$ cat src/rtl/instr_encoder.sv
// Program-load encoder: assembles MIPS instruction words from field
// descriptions and writes them to instruction memory at an auto-incrementing
// word address.
module instr_encoder #(
  parameter int unsigned ADDR_W = 10
) (
  input  logic              clk,
  input  logic              arst_n,
  input  logic              start,
  input  logic [ADDR_W-1:0] start_addr,
  input  logic              stop,
  input  logic              in_valid,
  output logic              in_ready,
  input  logic [2:0]        in_kind,
  input  logic [4:0]        in_rs,
  input  logic [4:0]        in_rt,
  input  logic [4:0]        in_rd,
  input  logic [4:0]        in_shamt,
  input  logic [5:0]        in_funct,
  input  logic [15:0]       in_imm,
  input  logic [25:0]       in_target,
  output logic              imem_wen,
  input  logic              imem_ready,
  output logic [ADDR_W-1:0] imem_addr,
  output logic [31:0]       imem_wdata,
  output logic              busy,
  output logic [ADDR_W:0]   count,
  output logic              err,
  output logic              wrapped
);

  localparam int unsigned CNT_W  = ADDR_W + 1;
  localparam int unsigned WORD_W = 32;

  typedef enum logic [1:0] {
    S_IDLE  = 2'd0,
    S_READY = 2'd1,
    S_WRITE = 2'd2
  } state_t;

  state_t              state_q, state_d;
  logic [ADDR_W-1:0]   ptr_q, ptr_d;
  logic [ADDR_W-1:0]   addr_q, addr_d;
  logic [WORD_W-1:0]   data_q, data_d;
  logic [CNT_W-1:0]    count_q, count_d;
  logic                err_q, err_d;
  logic                wrapped_q, wrapped_d;
  logic                stop_pend_q, stop_pend_d;

  logic [WORD_W-1:0]   enc_word;
  logic                enc_legal;

  // Instruction word assembly from the current description
  always_comb begin
    enc_word  = '0;
    enc_legal = 1'b1;
    case (in_kind)
      3'd0:    enc_word = {6'h00, in_rs, in_rt, in_rd, in_shamt, in_funct};
      3'd1:    enc_word = {6'h08, in_rs, in_rt, in_imm};
      3'd2:    enc_word = {6'h04, in_rs, in_rt, in_imm};
      3'd3:    enc_word = {6'h02, in_target};
      3'd4:    enc_word = {6'h23, in_rs, in_rt, in_imm};
      3'd5:    enc_word = {6'h2B, in_rs, in_rt, in_imm};
      default: enc_legal = 1'b0;
    endcase
  end

  // Next-state, datapath updates and state-decoded outputs
  always_comb begin
    state_d     = state_q;
    ptr_d       = ptr_q;
    addr_d      = addr_q;
    data_d      = data_q;
    count_d     = count_q;
    err_d       = err_q;
    wrapped_d   = wrapped_q;
    stop_pend_d = stop_pend_q;
    in_ready    = 1'b0;
    imem_wen    = 1'b0;

    case (state_q)
      S_IDLE: begin
        if (start) begin
          ptr_d     = start_addr;
          count_d   = '0;
          err_d     = 1'b0;
          wrapped_d = 1'b0;
          state_d   = S_READY;
        end
      end
      S_READY: begin
        in_ready = !stop;
        if (stop) begin
          state_d = S_IDLE;
        end else if (in_valid) begin
          if (enc_legal) begin
            data_d      = enc_word;
            addr_d      = ptr_q;
            stop_pend_d = 1'b0;
            state_d     = S_WRITE;
          end else begin
            err_d = 1'b1;
          end
        end
      end
      S_WRITE: begin
        imem_wen    = 1'b1;
        stop_pend_d = stop_pend_q | stop;
        if (imem_ready) begin
          ptr_d       = ptr_q + ADDR_W'(1);
          count_d     = count_q + CNT_W'(1);
          if (&ptr_q) wrapped_d = 1'b1;
          stop_pend_d = 1'b0;
          state_d     = (stop_pend_q | stop) ? S_IDLE : S_READY;
        end
      end
      default: state_d = S_IDLE;
    endcase
  end

  // State and datapath registers
  always_ff @(posedge clk or negedge arst_n) begin
    if (!arst_n) begin
      state_q     <= S_IDLE;
      ptr_q       <= '0;
      addr_q      <= '0;
      data_q      <= '0;
      count_q     <= '0;
      err_q       <= 1'b0;
      wrapped_q   <= 1'b0;
      stop_pend_q <= 1'b0;
    end else begin
      state_q     <= state_d;
      ptr_q       <= ptr_d;
      addr_q      <= addr_d;
      data_q      <= data_d;
      count_q     <= count_d;
      err_q       <= err_d;
      wrapped_q   <= wrapped_d;
      stop_pend_q <= stop_pend_d;
    end
  end

  assign busy       = (state_q != S_IDLE);
  assign imem_addr  = addr_q;
  assign imem_wdata = data_q;
  assign count      = count_q;
  assign err        = err_q;
  assign wrapped    = wrapped_q;

endmodule

$ cat config.mk
export PLATFORM = sky130hd
export DESIGN_NAME = instr_encoder
export DESIGN_NICKNAME = d
export VERILOG_FILES = /design/src/rtl/instr_encoder.sv
export SDC_FILE = /design/constraint.sdc
export NUM_CORES = 1
export LEC_CHECK = 0
export BUFFER_PORTS_ARGS = -buffer_cell sky130_fd_sc_hd__buf_2
export CAP_MARGIN = 20
export CORE_ASPECT_RATIO = 1.25
export CORE_MARGIN = 5
export CORE_UTILIZATION = 53
export CTS_CLUSTER_SIZE = 28
export DETAILED_ROUTE_END_ITERATION = 12
export PLACE_DENSITY = 0.87
export SYNTH_ARGS = -nofsm -noshare
export SYNTH_HDL_FRONTEND = slang
export SYNTH_SLANG_ARGS = --single-unit
$ cat constraint.sdc
create_clock -name clk -period 5.24 [get_ports clk]
set_clock_uncertainty 0.15 [all_clocks]
set_input_delay 0.524 -clock clk [delete_from_list [all_inputs] [get_ports clk]]
set_output_delay 0.524 -clock clk [all_outputs]
set_load 0.01 [all_outputs]
After elaboration in Yosys (flattened, before gate mapping). Index checks and enable logic that the tools add are counted. Widths: inputs -> output; s select.

Register bits after elaboration: 68. Latch bits: 0. RAM bits: 0. ROM bits: 0. Bits of input ports: 87. Output and inout port bits: 58. Word-level logic and storage cells: 73. Memories kept: 0.

Add/subtract/negate cells: 2. Multipliers: 0. Divide/modulo/power cells: 0. Magnitude comparators: 0. Equality and inequality tests: 16. Shifts and indexed selects: 0. Muxes and demuxes: 30. Bitwise gates (word level): 2. Reductions and logical operators: 15.

Operators with widths (number): $pmux 32 s6 (1); $mux 11 (2); $pmux 11 s2 (1); $mux 10 (2); $pmux 10 s2 (1); $reduce_and 4->1 (4); $mux 1 (14); $ne 2x2->1 const B (7); $add 11x1->11 const B (1); $add 10x1->10 const B (1); $mux 2 (5); $reduce_and 10->1 (1); $reduce_bool 2->1 (4); $eq 3x2->1 const B (2); $eq 3x3->1 const B (2); $ne 3x3->1 const B (2); $pmux 1 s2 (3); $pmux 2 s3 (1); $reduce_or 6->1 (1); $reduce_and 5->1 (1); $eq 3x1->1 const B (1); $logic_not 3->1 (1); $reduce_and 3->1 (1); $eq 2x1->1 const B (1); 5 further kinds (5).

Logic depth before layout (Yosys ltp). Gate-level depths: netlist of the first run.

Depth after elaboration: 7. Gate-level depth with buffers: 7. Gate-level depth less buffers: 5.

Worst setup path before layout of the first run. No wires, ideal clock.

Kind: input to register. Start: input stop. End: register addr_q[5], in the netlist imem_addr[5]. Arrival: 1.632 ns. Required time: 4.965 ns. Setup slack: 3.333 ns. Stages: 4. Buffers on the path: 1. Path through: nand4bb_1 -> a21oi_4 -> buf_4 -> mux2_2.

Word-level cells in the longest chain between the ends: 2.

RTL lines: start: declaration (RTL line 11) `input logic stop,`; $not 1->1 (no source line); $reduce_and 4->1 (no source line); end signal: assignment (RTL line 135) `addr_q <= addr_d;`; end: declaration (RTL line 43) `logic [ADDR_W-1:0] addr_q, addr_d;`.

No other way between the ends. A chain may end at the register's enable or synchronous reset.

Final worst setup path of the first run.
Start: register state_q[1]. End: output imem_wen.

Word-level cells in the longest chain between the ends: 2.

RTL lines: start: declaration (RTL line 41) `state_t state_q, state_d;`; start signal: assignment (RTL line 133) `state_q <= state_d;`; $eq 2x2->1 (RTL line 81) `case (state_q)`; $mux 1 (RTL line 81); end: declaration (RTL line 22) `output logic imem_wen,`.

No other way between the ends.

==> results of run 1 <==
routing by layer:
layer / vias up / GRT usage, %
met2: 188 / 40.8
li1: 1657 / -
met5: - / 0
met4: 0 / 10.0
met1: 1729 / 29.2
met3: 19 / 4.60
synthesized netlist by cell type (all sizes together), types with 2 or more instances:
| master | n |
|---|---|
| dfrtp | 66 |
| nor2 | 41 |
| nand2 | 37 |
| a21oi | 28 |
| a22oi | 27 |
| mux2 | 27 |
| or2 | 20 |
| buf | 19 |
| a31oi | 18 |
| o21ai | 14 |
| nand3 | 11 |
| clkbuf | 9 |
| nor3 | 7 |
| nand2b | 5 |
| a22o | 4 |
| inv | 4 |
| mux2i | 4 |
| nand4 | 4 |
| and3 | 3 |
| nor3b | 3 |
| nor4 | 3 |
| o32ai | 3 |
| a211oi | 2 |
| a2bb2oi | 2 |
| and4 | 2 |
| ha | 2 |
| o22a | 2 |
| o31ai | 2 |
| o41ai | 2 |
layout make-up:
class                           count  area, um2
Clock inverter                      3       40.0
Tap cell                           87        109
Timing Repair Buffer              146        738
Multi-Input combinational cell    284       1780
Inverter                            5       18.8
Fill cell                         545       2120
Clock buffer                       11        151
Sequential cell                    66       1650
sequential cells by signal, summed over array words and instances, names as in the netlist:
| name | flops |
|---|---|
| count | 11 |
| err | 1 |
| imem_addr | 10 |
| imem_wdata | 30 |
| ptr_q | 10 |
| state_q | 2 |
| stop_pend_q | 1 |
| wrapped | 1 |
cell families after synthesis:
kind of cell             Yosys count  share of synthesized area [%]
AND/OR/NAND/NOR                  140                           18.7
AO/OA/AOI/OAI                    110                           20.3
flip-flops                        66                           45.9
buffers and inverters             33                           4.52
multiplexers                      31                           9.68
adder cells (fa/ha/maj)            2                          0.696
other                              1                          0.104
through the flow:
stage               std cells  hold WS (ns)  power (mW)
global route              602         0.291        2.13
detailed placement        587         0.312        1.58
CTS                       601         0.257        2.00
floorplan                 383        0.0784        1.27
global placement          587         0.307        1.55
finish                    602         0.222        1.99
worst reg2reg max path: cells and delay by family, from the launching register on:
family          cells  cell delay (ns)
flops               1             0.84
simple gates        1             0.71
mux                 1             0.50
compound gates      2             0.42
power by group through the flow:
stage / combinational (mW) / clock (mW) / sequential (mW)
after floorplan: 0.360 / 0 / 0.914
after CTS: 0.706 / 0.430 / 0.869
after global placement: 0.682 / 0 / 0.865
final: 0.696 / 0.422 / 0.871
after detailed placement: 0.703 / 0 / 0.877
after global routing: 0.771 / 0.455 / 0.901
worst max-delay path by stage:
stage                                 from  cells after the start                   endpoint
floorplan                             stop                      4   imem_addr[5]$_DFFE_PN0P_
global placement    state_q[1]$_DFFE_PN0P_                      4       count[2]$_DFFE_PN0P_
detailed placement              in_kind[1]                      5  imem_wdata[0]$_DFFE_PN0P_
CTS                 state_q[1]$_DFFE_PN0P_                      3                   imem_wen
global route        state_q[1]$_DFFE_PN0P_                      3                   imem_wen
finish              state_q[1]$_DFFE_PN0P_                      3                   imem_wen
==> impl_metrics.py, run 1 <==
metrics = {
    "cells_and_area": {
        "layout_common_cells": "143 x buf_2, 66 x dfrtp_1, 41 x nor2_1",
        "diodes": 0,
        "drive_gt1_share_pct": 40.4,
        "final_util_pct": 68.0,
        "final_cell_area_um2": 4490,
        "areaGrowthSynthToFinish_pct": 24.9,
        "layout_commonest_cell": "buf_2",
        "nNetsFinal": 601,
    },
    "sta": {
        "period_share_pct": 53.8,
        "grt_setup_unrepaired": "no",
        "clock.fmax_mhz": 355,
        "finalCriticalPeriod_ns": 2.82,
        "maxSlewViolCount": 0,
        "fin_tns_setup_ns": 0,
        "worst_slack_ns": 2.42,
        "slew_headroom_pct": 27.7,
        "finalSetupViolations": 0,
        "hold_viol_final": 0,
        "worst_pin_slew_ns": 1.08,
    },
    "synth": {
        "ys.flop_type": "dfrtp_1",
        "yosys_warnings": 0,
        "synth_edf_count": 0,
        "ys_seq_elements": 66,
        "yosys.cell_types.count": 47,
        "syn_inst": 383,
        "yosys-top-cells-area": "dfrtp_1 46%, mux2_2 8.5%, a22oi_1 5.6%",
        "yosys.area.top_type": "dfrtp_1",
        "seq_area_frac_synth_pct": 45.9,
        "synth_top_area_share_pct": 45.9,
        "syn_area_um2": 3590,
        "syn_avg_cell_area_um2": 9.39,
        "synth_nets": 472,
        "synthArstFlopShare_pct": 100,
    },
    "pwr": {
        "power.clock.fraction_pct": 21.2,
        "leakage_nw": 2.13,
        "netSwitchingPower_mw": 0.719,
        "power_frac_seq_pct": 43.8,
        "swShare_pct": 36.1,
        "intPower_mw": 1.27,
        "ir_drop_v": 0.000267,
        "comb_power_share_pct": 35.0,
        "power.density_nw_per_um2": 443,
    },
    "global_routing": {
        "track_usage_pct": 23.7,
        "grt_pass1_wl_mm": 16.6,
        "grt_pass1_vias": 3473,
        "grt_remaining_overflow": 0,
        "grt_antenna_before_repair": 0,
        "grt_start_max_net_pins": 67,
    },
    "placement": {
        "port_buffers": 143,
        "placed_area_um2": 4290,
        "dp_hpwl_mm": 7.22,
        "pre_cts_ws_ns": 2.55,
        "routabilityCongestion": 0.884,
    },
    "critical_path": {
        "rr_worst_depth": 4,
        "end_kind": "output pin",
        "critPathLaunchType": "register",
        "r2r-end": "count[2]$_DFFE_PN0P_",
        "arrival_ns": 2.14,
        "worstPathMaxFanout": 25,
        "cpPeakStageDelay_ns": 0.66,
        "worstReg2RegStart": "state_q[1]$_DFFE_PN0P_",
        "cpLargestDelayFamily": "flip-flops",
        "reg2reg_slack_ns": 2.52,
        "path_buf_inv": 2,
        "crit_chain": "nand2b_1 > clkinv_1 > buf_2",
        "required_ns": 4.57,
        "cp_slowest_cell": "dfrtp_1",
        "critPathKind": "reg2out",
    },
    "floorplanning": {
        "coreArea_um2": 6610,
        "die-height_um": 102,
        "chipWidth_um": 83.7,
        "fp-row-count": 33,
        "start_util_pct": 54.4,
        "die-area_um2": 8540,
        "io_pins": 145,
    },
    "drt": {
        "met3_length_um": 855,
        "vias": 3593,
        "drt-initial-drc-count": 213,
        "viasPerCell": 5.97,
        "wire_per_inst_um": 16.7,
        "firstDrtPassIters": 6,
        "drt-met1-wl_mm": 3.95,
        "antenna_left": 0,
        "drt_wl_total_mm": 10.1,
        "wl_met2_mm": 5.05,
        "drc": 0,
        "topRoutingLayerUsed": "met4",
    },
    "clock_network": {
        "cts_resized": 0,
        "cts-htree-levels": 3,
        "clk_latency_ns": 0.33,
        "cts-root-buf": "clkbuf_8",
        "cts_tree": "yes",
        "clkSinkCount": 66,
        "post-cts-setup-buffers": 0,
        "ctsHoldBuffers": 0,
        "clk_pin_slew_worst_paths_ns": 0.07,
        "numCtsBuffers": 9,
        "cts_buffer_depth": 2,
    },
    "hold_path": {
        "hp-class": "in2async",
    },
    "outcome": {
        "outcome": "finished, final reports clean",
    },
    "job": {
        "drv_cap": 0,
    },
}
Note: power is estimated with default switching activity, not from simulation.
==> inputs of run 2 (changes only) <==
- ABC_AREA: unset -> 1
- CORE_UTILIZATION: 53 -> 48
- PLACE_DENSITY: 0.87 -> 0.8
- clock period: 5.24 -> 2.8 ns (I/O delays scaled with it)
==> run 2 against run 1 <==
Effect of this change: sequential share of layout area up 0.65 points; critical path depth unchanged; setup slack worse by 1.7 ns; first-iteration DRC count shrank 37%; area after synthesis shrank 3.2%; total power increased by 86%; wire length decreased by 3.5%.
==> impl_metrics.py, run 2 <==
metrics = {
    "global_routing": {
        "grt_remaining_overflow": 0,
        "grt_start_max_net_pins": 43,
        "grt_pass1_wl_mm": 16.1,
        "met3_usage_pct": 5.43,
        "busiest_layer": "met2",
        "grt_pass1_vias": 3595,
        "grt_use_met2_pct": 38.8,
        "grt_antenna_before_repair": 0,
        "grtUsageMet1_pct": 25.9,
        "track_usage_pct": 21.9,
    },
    "drt": {
        "viasPerCell": 5.08,
        "wire_per_inst_um": 13.5,
        "drc": 0,
        "vias": 3656,
        "drt-initial-drc-count": 135,
        "firstDrtPassIters": 4,
        "drt_wl_total_mm": 9.73,
        "antenna_left": 0,
    },
    "synth": {
        "synthAdderAreaFrac_pct": 0.719,
        "synth_xor_area_share_pct": 0,
        "yosys-top-cells-area": "dfrtp_1 47%, nand2_1 16%, nor2_1 8.0%",
        "muxShareOfSynthArea_pct": 0,
        "seq_area_frac_synth_pct": 47.5,
        "synth-compound-area-share_pct": 12.5,
        "syn_area_um2": 3480,
        "synth_commonest_cells": "144 x nand2_1, 74 x nor2_1, 66 x dfrtp_1, 49 x inv_1, 33 x o21ai_0",
        "yosys.cell_types.count": 25,
        "yosys_warnings": 0,
        "synth_top_family_by_area": "simple AND/OR/NAND/NOR gates",
        "synth_most_common_cell": "nand2_1",
        "syn_avg_cell_area_um2": 7.17,
        "synthArstFlopShare_pct": 100,
        "ys_seq_elements": 66,
        "ys.flop_type": "dfrtp_1",
        "synth_nets": 574,
        "yosys.area.top_type": "dfrtp_1",
        "synth_simple_gate_area_share_pct": 30.2,
        "syn_inst": 485,
        "synth_edf_count": 0,
        "synth_top_area_share_pct": 47.5,
    },
    "placement": {
        "routabilityCongestion": 0.934,
        "dp_cells": 702,
        "dp_hpwl_mm": 7.30,
        "pre_cts_ws_ns": 0.869,
        "port_buffers": 143,
        "placed_area_um2": 4240,
    },
    "floorplanning": {
        "start_util_pct": 49.6,
        "die-area_um2": 9060,
        "io_pins": 145,
        "coreArea_um2": 7020,
        "chipWidth_um": 86.2,
        "fp-row-count": 34,
        "die-height_um": 105,
    },
    "critical_path": {
        "path_buf_inv": 2,
        "critPathKind": "reg2out",
        "end_kind": "output pin",
        "worstPathMaxFanout": 13,
        "arrival_ns": 1.63,
        "required_ns": 2.37,
        "cpLargestDelayFamily": "flip-flops",
        "cp_slowest_cell": "dfrtp_1",
        "critPathLaunchType": "register",
        "cpPeakStageDelay_ns": 0.50,
        "crit_chain": "inv_1 > nor2_2 > buf_2",
    },
    "sta": {
        "grt_setup_unrepaired": "no",
        "worst_pin_slew_ns": 0.761,
        "fin_tns_setup_ns": 0,
        "maxSlewViolCount": 0,
        "clock.fmax_mhz": 486,
        "hold_viol_final": 0,
        "finalSetupViolations": 0,
        "period_share_pct": 73.6,
        "slew_headroom_pct": 49.3,
        "worst_slack_ns": 0.740,
        "finalCriticalPeriod_ns": 2.06,
    },
    "cells_and_area": {
        "largest_reg_flops": 30,
        "nFillCells": 657,
        "nNetsFinal": 713,
        "final_cell_area_um2": 4410,
        "drive_gt1_share_pct": 27.5,
        "layout_commonest_cell": "nand2_1",
        "finalNonFillerCells": 719,
        "layout_common_cells": "144 x nand2_1, 143 x buf_2, 74 x nor2_1",
        "diodes": 0,
        "areaGrowthSynthToFinish_pct": 26.8,
    },
    "pwr": {
        "p_total_mw": 3.70,
        "power.density_nw_per_um2": 838,
        "leakage_nw": 2.43,
        "ir_drop_v": 0.000472,
    },
    "clock_network": {
        "cts-htree-levels": 3,
        "cts_resized": 0,
        "clk_latency_ns": 0.34,
        "cts_buffer_depth": 2,
        "clk_pin_slew_worst_paths_ns": 0.07,
        "numCtsBuffers": 9,
        "clkSinkCount": 66,
        "cts_tree": "yes",
        "cts-root-buf": "clkbuf_8",
    },
    "job": {
        "drv_cap": 0,
    },
    "hold_path": {
        "hp-class": "in2reg",
    },
    "outcome": {
        "outcome": "finished, final reports clean",
    },
}
-- run 2: cell types whose count changed after synthesis, sizes merged, moves of 5 or more --
cell    delta
inv       +49
nand2    +109
clkbuf     -5
mux2      -27
a22oi     -27
nand4      +6
o21ai     +23
nand2b     -5
a31oi      -7
or2       -17
nand3      +6
nor2      +35
-- run 2: worst reg2reg max path: cells and delay by family (launching register included) --
| family | cells | cell delay (ns) |
|---|---|---|
| simple gates | 6 | 1.08 |
| flops | 1 | 0.48 |
| compound gates | 1 | 0.19 |
-- run 2: logic make-up after synthesis --
family / after synthesis
buffers and inverters: 74
AO/OA/AOI/OAI: 83
flip-flops: 66
other: 1
adder cells (fa/ha/maj): 2
AND/OR/NAND/NOR: 259
-- run 2: worst paths after layout --
path	startpoint	endpoint	slack [ns]	cells after the start
worst max-delay path	state_q[1]$_DFFE_PN0P_	imem_wen	0.74	3
worst min-delay path	in_imm[15]	imem_wdata[15]$_DFFE_PN0P_	0.03	3
worst max register to register	state_q[1]$_DFFE_PN0P_	count[6]$_DFFE_PN0P_	0.85	7
worst min register to register	imem_addr[4]$_DFFE_PN0P_	imem_addr[4]$_DFFE_PN0P_	0.32	2
max in group asynchronous	arst_n	ptr_q[0]$_DFFE_PN0P_	1.45	3
min in group asynchronous	arst_n	imem_wdata[15]$_DFFE_PN0P_	0.39	2
-- run 2: metrics by stage --
stage	util, %	hold slack (ns)
floorplan	-	-0.166
global placement	60.4	0.249
detailed placement	60.4	0.252
CTS	62.9	0.0133
global route	62.9	0.0272
finish	62.9	0.0268
-- run 2: cell type report --
cell class | instances | area, um2 | area share (%)
multi-input cells | 345 | 1510 | 34.3
flip-flops and latches | 66 | 1650 | 37.4
clock buffers | 11 | 131 | 2.98
well taps | 90 | 113 | 2.55
clock inverters | 5 | 31.3 | 0.709
repair buffers | 148 | 768 | 17.4
inverters | 54 | 203 | 4.59
-- run 2: where the power goes --
part	internal, mW	total, mW	switching [mW]
logic	0.563	1.42	0.860
registers	1.34	1.60	0.260
clock network	0.318	0.674	0.356
total	2.22	3.70	1.48
-- run 2: what timing repair did --
item                                   in CTS  in global routing
hold buffers                                1                  0
buffers inserted                            0                  0
endpoints found under the hold margin      31                  0
-- run 2: routing by layer --
layer  share of wire, %  vias to the layer above
li1                   -                     1823
met1                 40                     1664
met2                 49                      153
met3                8.7                       16
met4                1.7                        0
met5                  0                        -
